## config.mk

```make
export PLATFORM = sky130hd
export DESIGN_NAME = matrix_panel_scanner
export DESIGN_NICKNAME = d
export VERILOG_FILES = /design/src/rtl/matrix_panel_scanner.sv
export SDC_FILE = /design/constraint.sdc
export NUM_CORES = 1
export LEC_CHECK = 0
export ABC_AREA = 1
export CORE_UTILIZATION = 35
export CTS_CLUSTER_DIAMETER = 120
export DETAILED_ROUTE_END_ITERATION = 8
export DONT_BUFFER_PORTS = 1
export PLACE_DENSITY_LB_ADDON = 0.2
export SYNTH_ARGS = -nofsm -noshare
export SYNTH_HDL_FRONTEND = slang
export SYNTH_SLANG_ARGS = --single-unit
```

## constraint.sdc

```tcl
create_clock -name clk -period 4.23 [get_ports clk]
set_clock_uncertainty 0.15 [all_clocks]
set_input_delay 0.423 -clock clk [delete_from_list [all_inputs] [get_ports clk]]
set_output_delay 0.423 -clock clk [all_outputs]
set_load 0.03 [all_outputs]
```

## src/rtl/matrix_panel_scanner.sv

```systemverilog
// matrix_panel_scanner
//   Read-out stage for a HUB75 RGB LED matrix. It fetches 6-bit pixel-pair
//   words from the frame RAM read port and shifts one row pair into the panel.
//   The row is then latched and displayed for ON_CYCLES clocks. All outputs are
//   registered, and each carries the value of the state the scanner is in.
//
// Ports
//   clk          system clock
//   rst          synchronous, active-high reset
//   en           1 = scan the panel, 0 = idle (panel blanked)
//   raddr        frame RAM read address {row, col}
//   read_data    RAM word for the previous cycle's raddr; [5:3]=rgb0, [2:0]=rgb1
//   panel_rgb0   top-half pixel (row r)
//   panel_rgb1   bottom-half pixel (row r+ROWS/2)
//   panel_a      row-pair address
//   panel_clk    shift clock; the panel samples on its rising edge
//   panel_lat    latch strobe, active high
//   panel_oe     output enable, active low (1 = blanked)
//   frame_start  one-cycle pulse in the first FETCH of a frame
module matrix_panel_scanner #(
  parameter int COLS      = 32,
  parameter int ROWS      = 32,
  parameter int ON_CYCLES = 256
) (
  input  logic                               clk,
  input  logic                               rst,
  input  logic                               en,
  output logic [$clog2(ROWS/2*COLS)-1:0]     raddr,
  input  logic [5:0]                         read_data,
  output logic [2:0]                         panel_rgb0,
  output logic [2:0]                         panel_rgb1,
  output logic [$clog2(ROWS/2)-1:0]          panel_a,
  output logic                               panel_clk,
  output logic                               panel_lat,
  output logic                               panel_oe,
  output logic                               frame_start
);

  localparam int CW = $clog2(COLS);
  localparam int RW = $clog2(ROWS/2);
  localparam int AW = $clog2(ROWS/2*COLS);
  localparam int OW = $clog2(ON_CYCLES+1);

  localparam logic [CW-1:0] COL_LAST = CW'(COLS-1);
  localparam logic [RW-1:0] ROW_LAST = RW'(ROWS/2-1);
  localparam logic [OW-1:0] ON_LAST  = OW'(ON_CYCLES-1);

  typedef enum logic [2:0] {
    IDLE, FETCH, CAPTURE, SETUP, CLOCK, LATCH, DISPLAY
  } state_t;

  state_t          r_state;
  logic [CW-1:0]   r_col;
  logic [RW-1:0]   r_row;
  logic [OW-1:0]   r_on_cnt;
  logic [AW-1:0]   r_raddr;
  logic [2:0]      r_rgb0;
  logic [2:0]      r_rgb1;
  logic [RW-1:0]   r_a;
  logic            r_pclk;
  logic            r_lat;
  logic            r_oe;
  logic            r_frame_start;

  logic [RW-1:0]   w_row_next;

  assign w_row_next = (r_row == ROW_LAST) ? '0 : r_row + 1'b1;

  always_ff @(posedge clk) begin
    if (rst) begin
      r_state       <= IDLE;
      r_col         <= '0;
      r_row         <= '0;
      r_on_cnt      <= '0;
      r_raddr       <= '0;
      r_rgb0        <= '0;
      r_rgb1        <= '0;
      r_a           <= '0;
      r_pclk        <= 1'b0;
      r_lat         <= 1'b0;
      r_oe          <= 1'b1;
      r_frame_start <= 1'b0;
    end else begin
      r_frame_start <= 1'b0;
      case (r_state)
        IDLE: begin
          r_oe   <= 1'b1;
          r_pclk <= 1'b0;
          r_lat  <= 1'b0;
          r_row  <= '0;
          r_col  <= '0;
          if (en) begin
            r_state       <= FETCH;
            r_raddr       <= '0;
            r_frame_start <= 1'b1;
          end
        end
        FETCH: r_state <= CAPTURE;
        CAPTURE: begin
          // RAM data for the address issued in FETCH is valid this cycle.
          r_rgb0  <= read_data[5:3];
          r_rgb1  <= read_data[2:0];
          r_state <= SETUP;
        end
        SETUP: begin
          r_pclk  <= 1'b1;
          r_state <= CLOCK;
        end
        CLOCK: begin
          r_pclk <= 1'b0;
          if (r_col == COL_LAST) begin
            r_lat   <= 1'b1;
            r_a     <= r_row;
            r_state <= LATCH;
          end else begin
            r_col   <= r_col + 1'b1;
            r_raddr <= {r_row, r_col + 1'b1};
            r_state <= FETCH;
          end
        end
        LATCH: begin
          r_lat    <= 1'b0;
          r_oe     <= 1'b0;
          r_on_cnt <= '0;
          r_state  <= DISPLAY;
        end
        DISPLAY: begin
          if (r_on_cnt == ON_LAST) begin
            r_oe  <= 1'b1;
            r_col <= '0;
            // en is sampled only here; disabling drops the row back to 0
            // because re-enable always restarts the frame.
            if (en) begin
              r_row         <= w_row_next;
              r_raddr       <= {w_row_next, CW'(0)};
              r_frame_start <= (w_row_next == '0);
              r_state       <= FETCH;
            end else begin
              r_row   <= '0;
              r_state <= IDLE;
            end
          end else begin
            r_on_cnt <= r_on_cnt + 1'b1;
          end
        end
        default: r_state <= IDLE;
      endcase
    end
  end

  assign raddr       = r_raddr;
  assign panel_rgb0  = r_rgb0;
  assign panel_rgb1  = r_rgb1;
  assign panel_a     = r_a;
  assign panel_clk   = r_pclk;
  assign panel_lat   = r_lat;
  assign panel_oe    = r_oe;
  assign frame_start = r_frame_start;

endmodule

```

==> impl_metrics.ini, run 1 <==
[finish]
multiInputGateArea_um2 = 1050
final_nets = 309
syn_to_final_growth_pct = 5.15
diodes = 0
fill_cells = 615
seq_area_um2 = 881
drive_gt1_share_pct = 8.50

[run_status]
outcome = finished clean

[detailed_routing]
routed_wl_mm = 4.24
viasPerCell = 4.78
ant_nets = 0
vias = 1750
firstDrtPassIters = 4
post-route-drc-count = 0
drt_iter0_drc = 73
wl_per_cell_um = 11.6

[timing]
fin_crit_ps = 2320
finalHoldViolCount = 0
setup_viol = 0
period_share_pct = 55.0
fmax_mhz = 430
rsz0062_at_grt = no
layout_setup_ws_ps = 1910
final_max_slew_viol_count = 0
slew_headroom_pct = 53.3
tns_ps = 0
tightestPinTransition_ps = 700

[floorplanning]
pin_count = 32
die_x_um = 79.7
rows = 27
die_height_um = 79.7
fp.dieArea_um2 = 6350
core_um2 = 5680
start_util_pct = 37.2

[clocking]
cts.sink_count = 44
cts_hold_buf = 0
clk_latency_ps = 300
cts_root_buf = clkbuf_8
ctsHtreeMaxLevel = 2
cts_setup_buffers = 0
cts_resized = 0
cts_buffers = 5
clk_pin_slew_ps = 80
cts_tree = yes
clockBufferDepth = 2

[synthesis]
syn_nets = 312
syn_avg_cell_area_um2 = 7.12
ys_types = 27
ys_seq_area_share_pct = 41.7
ys_warn_count = 0
synthArstFlopShare_pct = 0
synth_edf_count = 0
synth_top_flop_cell = dfxtp_1
syn-instance-count = 297
syn_area_um2 = 2110
synth-seq-cells = 44

[setup_path]
cp.arrival_ps = 2370
cp_cell_sequence = ha_1, nand2_1, nor3_1, nand2_1, nor2_1, ha_1, inv_1, nand2_4, nand3_4, nor2_4, nand2_1, nand2_1, nor2_1
cp.buffers_inverters = 1
crit_family = simple AND/OR/NAND/NOR gates
critical_path_class = register to register
critPathLaunchType = register
slowest_delay_ps = 360
crit_fanout = 16
cp_common_cell = nand2_1
setup.worst_path.end_class = register
cp.required_ps = 4280
slowest_stage = dfxtp_1

[grt]
grt_max_degree = 24
grt_remaining_overflow = 0
grt_pass1_wl_mm = 7.20
antenna_found_initial = 0
grt_pass1_vias = 1645
grt.total_usage_pct = 14.6

[pwr]
leakage_uw = 0.000893
cellPowerDensity_nw_per_um2 = 391
ir_worst_vdd_mv = 0.180

[min_path]
hold_class = input pin to register

[flow_run]
max_cap_viol_count = 0

[placement]
port_buffers = 0
place.gp.congestion = 0.821
dp_slack_ps = 1900
hpwlAfterDp_mm = 3.02
## routing by layer
layer	up-vias	routed length [um]	track usage, %
met1	770	2020	17.7
met5	-	0	0
met3	8	222	4.23
li1	942	-	-
met2	30	1930	24.3
met4	0	69	5.64
## registers in the layout (all words and copies together) (netlist names)
name         count
raddr            9
r_on_cnt         9
panel_oe         1
panel_clk        1
panel_lat        1
panel_a          4
panel_rgb0       3
panel_rgb1       3
frame_start      1
r_col            5
r_row            4
r_state          3
## path summary, 6_finish.rpt
path	start	to	slack [ps]	depth (start not counted)
worst max-delay path	r_on_cnt[1]	raddr[4]	1910	13
worst min-delay path	rst	panel_a[2]	30	1
worst max register to register	r_on_cnt[1]	raddr[4]	1910	13
worst min register to register	r_col[4]	r_col[4]	320	2
## placed cells by master, fill, tap and decap left out, drive strengths merged
cell type	count
dfxtp	44
nand3b	2
a31oi	1
nor3	3
o21bai	1
clkinv	1
o21ai	18
nand2	81
ha	6
nor2	42
nand3	17
a21oi	31
clkbuf	6
inv	33
xnor2	1
nand4	7
## report_power, final
group          switching (uW)  total (uW)  internal [uW]
logic                    75.4         113           37.2
clock network             137         250            112
registers                64.7         506            441
## kinds of logic after synthesis
group / synth area share, %
buf+inv: 8.64
fa+ha+maj: 3.55
compound gates: 12.6
flops: 41.7
simple gates: 33.1
xor+xnor: 0.415
## worst register-to-register path, cell delays in order (launching register included)
cell     delay (ps)
dfxtp_1         360
ha_1            170
nand2_1          70
nor3_1          280
nand2_1          80
nor2_1          100
ha_1            170
inv_1            70
nand2_4         110
nand3_4         120
nor2_4          320
nand2_1         100
nand2_1          70
nor2_1           40
## per-stage QoR
step	cells	total power (uW)	hold slack (ps)	instance area (um2)	utilization [%]
final	366	868	29.9	2220	39.2
after CTS	366	883	20.6	2220	39.2
after global placement	359	628	314	2140	37.8
after detailed placement	359	630	311	2140	37.8
after global routing	366	919	14.4	2220	39.2
after floorplan	297	615	300	2110	-
## Yosys cell counts (2+ instances only)
cell,instances,area (um2)
nand2_1,75,282
dfxtp_1,44,881
nor2_1,35,131
inv_1,31,116
a21oi_1,29,145
o21ai_0,18,90.1
nand3_1,15,75.1
nand4_1,7,43.8
ha_1,6,75.1
clkbuf_1,5,18.8
nor2_2,5,31.3
nand2_2,4,25.0
nor3_1,3,15.0
a21oi_2,2,17.5
buf_2,2,10.0
buf_6,2,22.5
inv_2,2,7.51
nand2_4,2,22.5
nand3b_1,2,15.0
## final cells by class
cell class / count / share of cell area (%)
tap: 72 / 4.05
sequential: 44 / 39.6
clock inverter: 1 / 0.225
inverter: 33 / 5.57
clock buffer: 6 / 3.27
multi-input combinational: 210 / 47.2
Note: power is estimated with default switching activity, not from simulation.
==> run 2, diff against run 1 <==
==> constraint.sdc (replaced) <==
create_clock -name clk -period 2.3 [get_ports clk]
set_clock_uncertainty 0.15 [all_clocks]
set_input_delay 0.23 -clock clk [delete_from_list [all_inputs] [get_ports clk]]
set_output_delay 0.23 -clock clk [all_outputs]
set_load 0.03 [all_outputs]
==> impl_metrics.ini, run 2 (synthesis gave the netlist of run 1 again) <==
[floorplanning]
pin_count = 32
die_x_um = 79.7
die_height_um = 79.7
start_util_pct = 37.2
fp.dieArea_um2 = 6350
core_um2 = 5680
rows = 27

[pwr]
p_total_uw = 1760
ir_worst_vdd_mv = 0.371
cellPowerDensity_nw_per_um2 = 737
leakage_uw = 0.000972

[setup_path]
slowest_stage = dfxtp_2
cp_cell_sequence = ha_1, nand2_1, nor3_2, nand2_1, nor2_1, ha_1, inv_1, nand2_4, nand3_4, nor2_4, buf_12, nand2_1, nand2_1, nor2_1
crit_family = simple AND/OR/NAND/NOR gates
critical_path_class = register to register
crit_fanout = 16
critPathLaunchType = register
slowest_delay_ps = 350
cp.required_ps = 2350
cp.arrival_ps = 2190
cp.buffers_inverters = 2
cp_common_cell = nand2_1
setup.worst_path.end_class = register

[clocking]
ctsHtreeMaxLevel = 2
cts_buffers = 5
clk_pin_slew_ps = 80
cts_tree = yes
cts.sink_count = 44
clockBufferDepth = 2
clk_latency_ps = 300
cts_root_buf = clkbuf_8

[grt]
grt_max_degree = 18
antenna_found_initial = 0
grt_pass1_wl_mm = 7.47
grt_pass1_vias = 1635
grt_remaining_overflow = 0
grt.total_usage_pct = 15.2

[timing]
fin_hold_ws_ps = 19.3
fin_crit_ps = 2140
slew_headroom_pct = 57.2
finalHoldViolCount = 0
setup_viol = 0
period_share_pct = 92.9
final_max_slew_viol_count = 0
tightestPinTransition_ps = 640
fmax_mhz = 468
tns_ps = 0

[finish]
syn_to_final_growth_pct = 13.3
drive_gt1_share_pct = 11.0
diodes = 0
final_area_um2 = 2390
final_common_cell = nand2_1
fin_util_pct = 42.2
fill_cells = 614
final_nets = 322
layout_common_cells = nand2_1 (75), dfxtp_1 (42), nor2_1 (35)

[detailed_routing]
wl_per_cell_um = 11.5
viasPerCell = 4.82
drt_iter0_drc = 80
ant_nets = 0
routed_wl_mm = 4.36
vias = 1833
firstDrtPassIters = 5
post-route-drc-count = 0

[min_path]
hold_class = input pin to register

[run_status]
outcome = finished clean

[flow_run]
max_cap_viol_count = 0

[placement]
place.gp.congestion = 0.808
port_buffers = 0
placed_cell_area_um2 = 2180
hpwlAfterDp_mm = 3.05
## run 2: per-stage QoR
stage	setup WS (ps)	std cells
6_report	164	380
3_3_place_gp	139	362
4_1_cts	69.3	378
3_5_place_dp	94.4	362
2_1_floorplan	230	297
5_1_grt	-28.9	380
## run 2: layout make-up
type / instances / area [um2] / area share [%]
flip-flops and latches: 44 / 883 / 36.9
clock buffers: 6 / 72.6 / 3.03
clock inverters: 2 / 35.0 / 1.46
multi-input cells: 210 / 1060 / 44.3
well taps: 72 / 90.1 / 3.76
repair buffers: 13 / 130 / 5.43
inverters: 33 / 124 / 5.17
## run 2: path summary, 6_finish.rpt
| path | from | to | slack [ps] | cells after the start |
|---|---|---|---|---|
| worst max-delay path | r_on_cnt[0] | raddr[2] | 160 | 14 |
| worst min-delay path | en | r_state[0] | 20 | 2 |
| worst max register to register | r_on_cnt[0] | raddr[2] | 160 | 14 |
| worst min register to register | r_col[4] | r_col[4] | 330 | 2 |
## run 2: routing by layer
metal / GRT usage (%) / vias to the layer above / part of all wire (%)
met1: 18.6 / 808 / 48
met5: 0 / - / 0
li1: - / 971 / -
met3: 5.14 / 8 / 5.4
met4: 6.00 / 0 / 1.6
met2: 24.3 / 46 / 45
## run 2: where the power goes
group | internal (uW) | leakage [uW] | switching (uW)
combinational | 100 | 0.000558 | 149
sequential | 812 | 0.000359 | 119
clock | 323 | 0.0000552 | 263
## run 2: timing repair
action	4_1_cts	5_1_grt
resized for setup	0	4
endpoints found under the setup margin	0	21
endpoints found under the hold margin	24	0
setup buffers	0	2
hold buffers	8	0
==> run 3, diff against run 2 <==
==> constraint.sdc (replaced) <==
create_clock -name clk -period 1.85 [get_ports clk]
set_clock_uncertainty 0.15 [all_clocks]
set_input_delay 0.185 -clock clk [delete_from_list [all_inputs] [get_ports clk]]
set_output_delay 0.185 -clock clk [all_outputs]
set_load 0.03 [all_outputs]
==> impl_metrics.ini, run 3 (synthesis gave the netlist of run 1 again) <==
[pwr]
leakage_uw = 0.00113
p_sw_share_pct = 31.8
cellPowerDensity_nw_per_um2 = 808
combPwrFrac_pct = 18.4
p_clk_share_pct = 28.6
p_switching_uw = 691
seq_power_share_pct = 53.0
intPower_uw = 1480
ir_worst_vdd_mv = 0.482

[setup_path]
critPathLaunch = r_on_cnt[0]
cp.required_ps = 1940
rr_endpoint = raddr[2]
critPathLaunchType = register
crit_fanout = 6
critical_path_class = register to register
reg2reg_depth = 13
rrSetupSlack_ps = -80
setup.worst_path.end_class = register
cp.arrival_ps = 2020
reg2reg_from = r_on_cnt[0]

[placement]
place.gp.congestion = 0.835
hpwlAfterDp_mm = 3.32
port_buffers = 0
placed_cell_area_um2 = 2340

[clocking]
clk_pin_slew_ps = 80
cts_root_buf = clkbuf_8
cts.sink_count = 44
cts_buffers = 5
clockBufferDepth = 2
ctsHtreeMaxLevel = 2
cts_tree = yes
clk_latency_ps = 290

[timing]
slew_headroom_pct = 49.4
tightestPinTransition_ps = 756
fin_crit_ps = 1930
setup_viol = 24
fmax_mhz = 518
period_share_pct = 104
rsz0062_at_grt = yes
finalHoldViolCount = 0
final_max_slew_viol_count = 0
layout_setup_ws_ps = -79.0

[detailed_routing]
routed_wl_mm = 4.87
ant_nets = 0
viasPerCell = 4.82
wl_per_cell_um = 12.0
drt_iter0_drc = 46
firstDrtPassIters = 4
vias = 1957
post-route-drc-count = 0

[floorplanning]
die_height_um = 79.7
core_um2 = 5680
pin_count = 32
fp.dieArea_um2 = 6350
rows = 27
start_util_pct = 37.2
die_x_um = 79.7

[flow_run]
max_cap_viol_count = 0

[grt]
grt_remaining_overflow = 0
grt.total_usage_pct = 16.5
grt_max_degree = 18
grt_pass1_vias = 1839
antenna_found_initial = 0
grt_pass1_wl_mm = 8.20

[min_path]
worstHoldStart = en
hold_class = input pin to register
holdPathStages = 2
min_to = r_state[0]

[run_status]
outcome = finished, violations left
failed_checks = setup timing

[finish]
final_common_cell = nand2_1
fill_cells = 565
drive_gt1_share_pct = 24.9
diodes = 0
multiInputGateArea_um2 = 1170
seq_area_um2 = 885
fin_util_pct = 47.4
layout_common_cells = nand2_1 (71), dfxtp_1 (41), nor2_1 (30)
syn_to_final_growth_pct = 27.2
final_nets = 348
final_area_um2 = 2690
## run 3: changes by cell type in the layout (fill, tap and decap cells not counted), sizes merged
cell    before  now
clkbuf       6    8
nor2        42   43
clkinv       1    0
buf          5   30
bufinv       1    0
## run 3: worst max-delay path by stage
stage | end | slack [ps] | cells after the start
2_1_floorplan | raddr[7] | -130 | 14
3_3_place_gp | raddr[3] | -160 | 13
3_5_place_dp | raddr[0] | -240 | 13
4_1_cts | raddr[2] | -130 | 13
5_1_grt | raddr[2] | -220 | 13
6_report | raddr[2] | -80 | 13
## run 3: per-stage QoR
step	worst slack, ps	power, uW	setup TNS [ps]	hold WS [ps]	std cells
final	-79.0	2170	-1090	18.9	406
after global routing	-219	2300	-4770	23.1	406
after CTS	-127	2180	-1530	3.62	402
after detailed placement	-239	1490	-3840	109	382
after global placement	-162	1490	-2660	106	382
after floorplan	-128	1410	-636	176	297
## run 3: final cells by class
cell class | instances | share of cell area (%)
Clock buffer | 8 | 3.35
Inverter | 33 | 4.80
Multi-Input combinational cell | 211 | 43.7
Sequential cell | 44 | 32.9
Tap cell | 72 | 3.35
Timing Repair Buffer | 38 | 11.9
## run 3: power groups by stage
stage                     Clock, uW  Combinational [uW]  Sequential, uW
after floorplan                   0                 246            1160
after global placement            0                 316            1170
after detailed placement          0                 319            1170
after CTS                       651                 376            1150
after global routing            689                 451            1160
final                           621                 399            1150
## run 3: metal layers
metal  part of all wire (%)  vias to the layer above  track usage [%]  wire length (um)
met2                     46                       33             27.9              2230
met3                    3.6                        5             3.89               177
met1                     49                      891             20.8              2400
li1                       -                     1028                -                 -
met4                    1.0                        0             4.91                51
met5                      0                        -                0                 0
## run 3: what timing repair did
action | 4_1_cts | 5_1_grt
hold buffers | 8 | 0
gates resized for setup | 16 | 22
hold endpoints to repair | 24 | 0
buffers inserted | 3 | 4
cloned | 1 | 0
pin swaps | 6 | 8
endpoints found under the setup margin | 27 | 34
## run 3: worst max-delay path, stage by stage, from the launching register on
cell     delay, ps
dfxtp_2        360
ha_4           150
nand2_4         60
nor3_4         120
nand2_1         80
nor2_2          80
ha_2           180
inv_2           40
nand2_4         90
nand3_4        100
nor2_4         170
buf_6          150
nor2_1          40
nor2_1         100
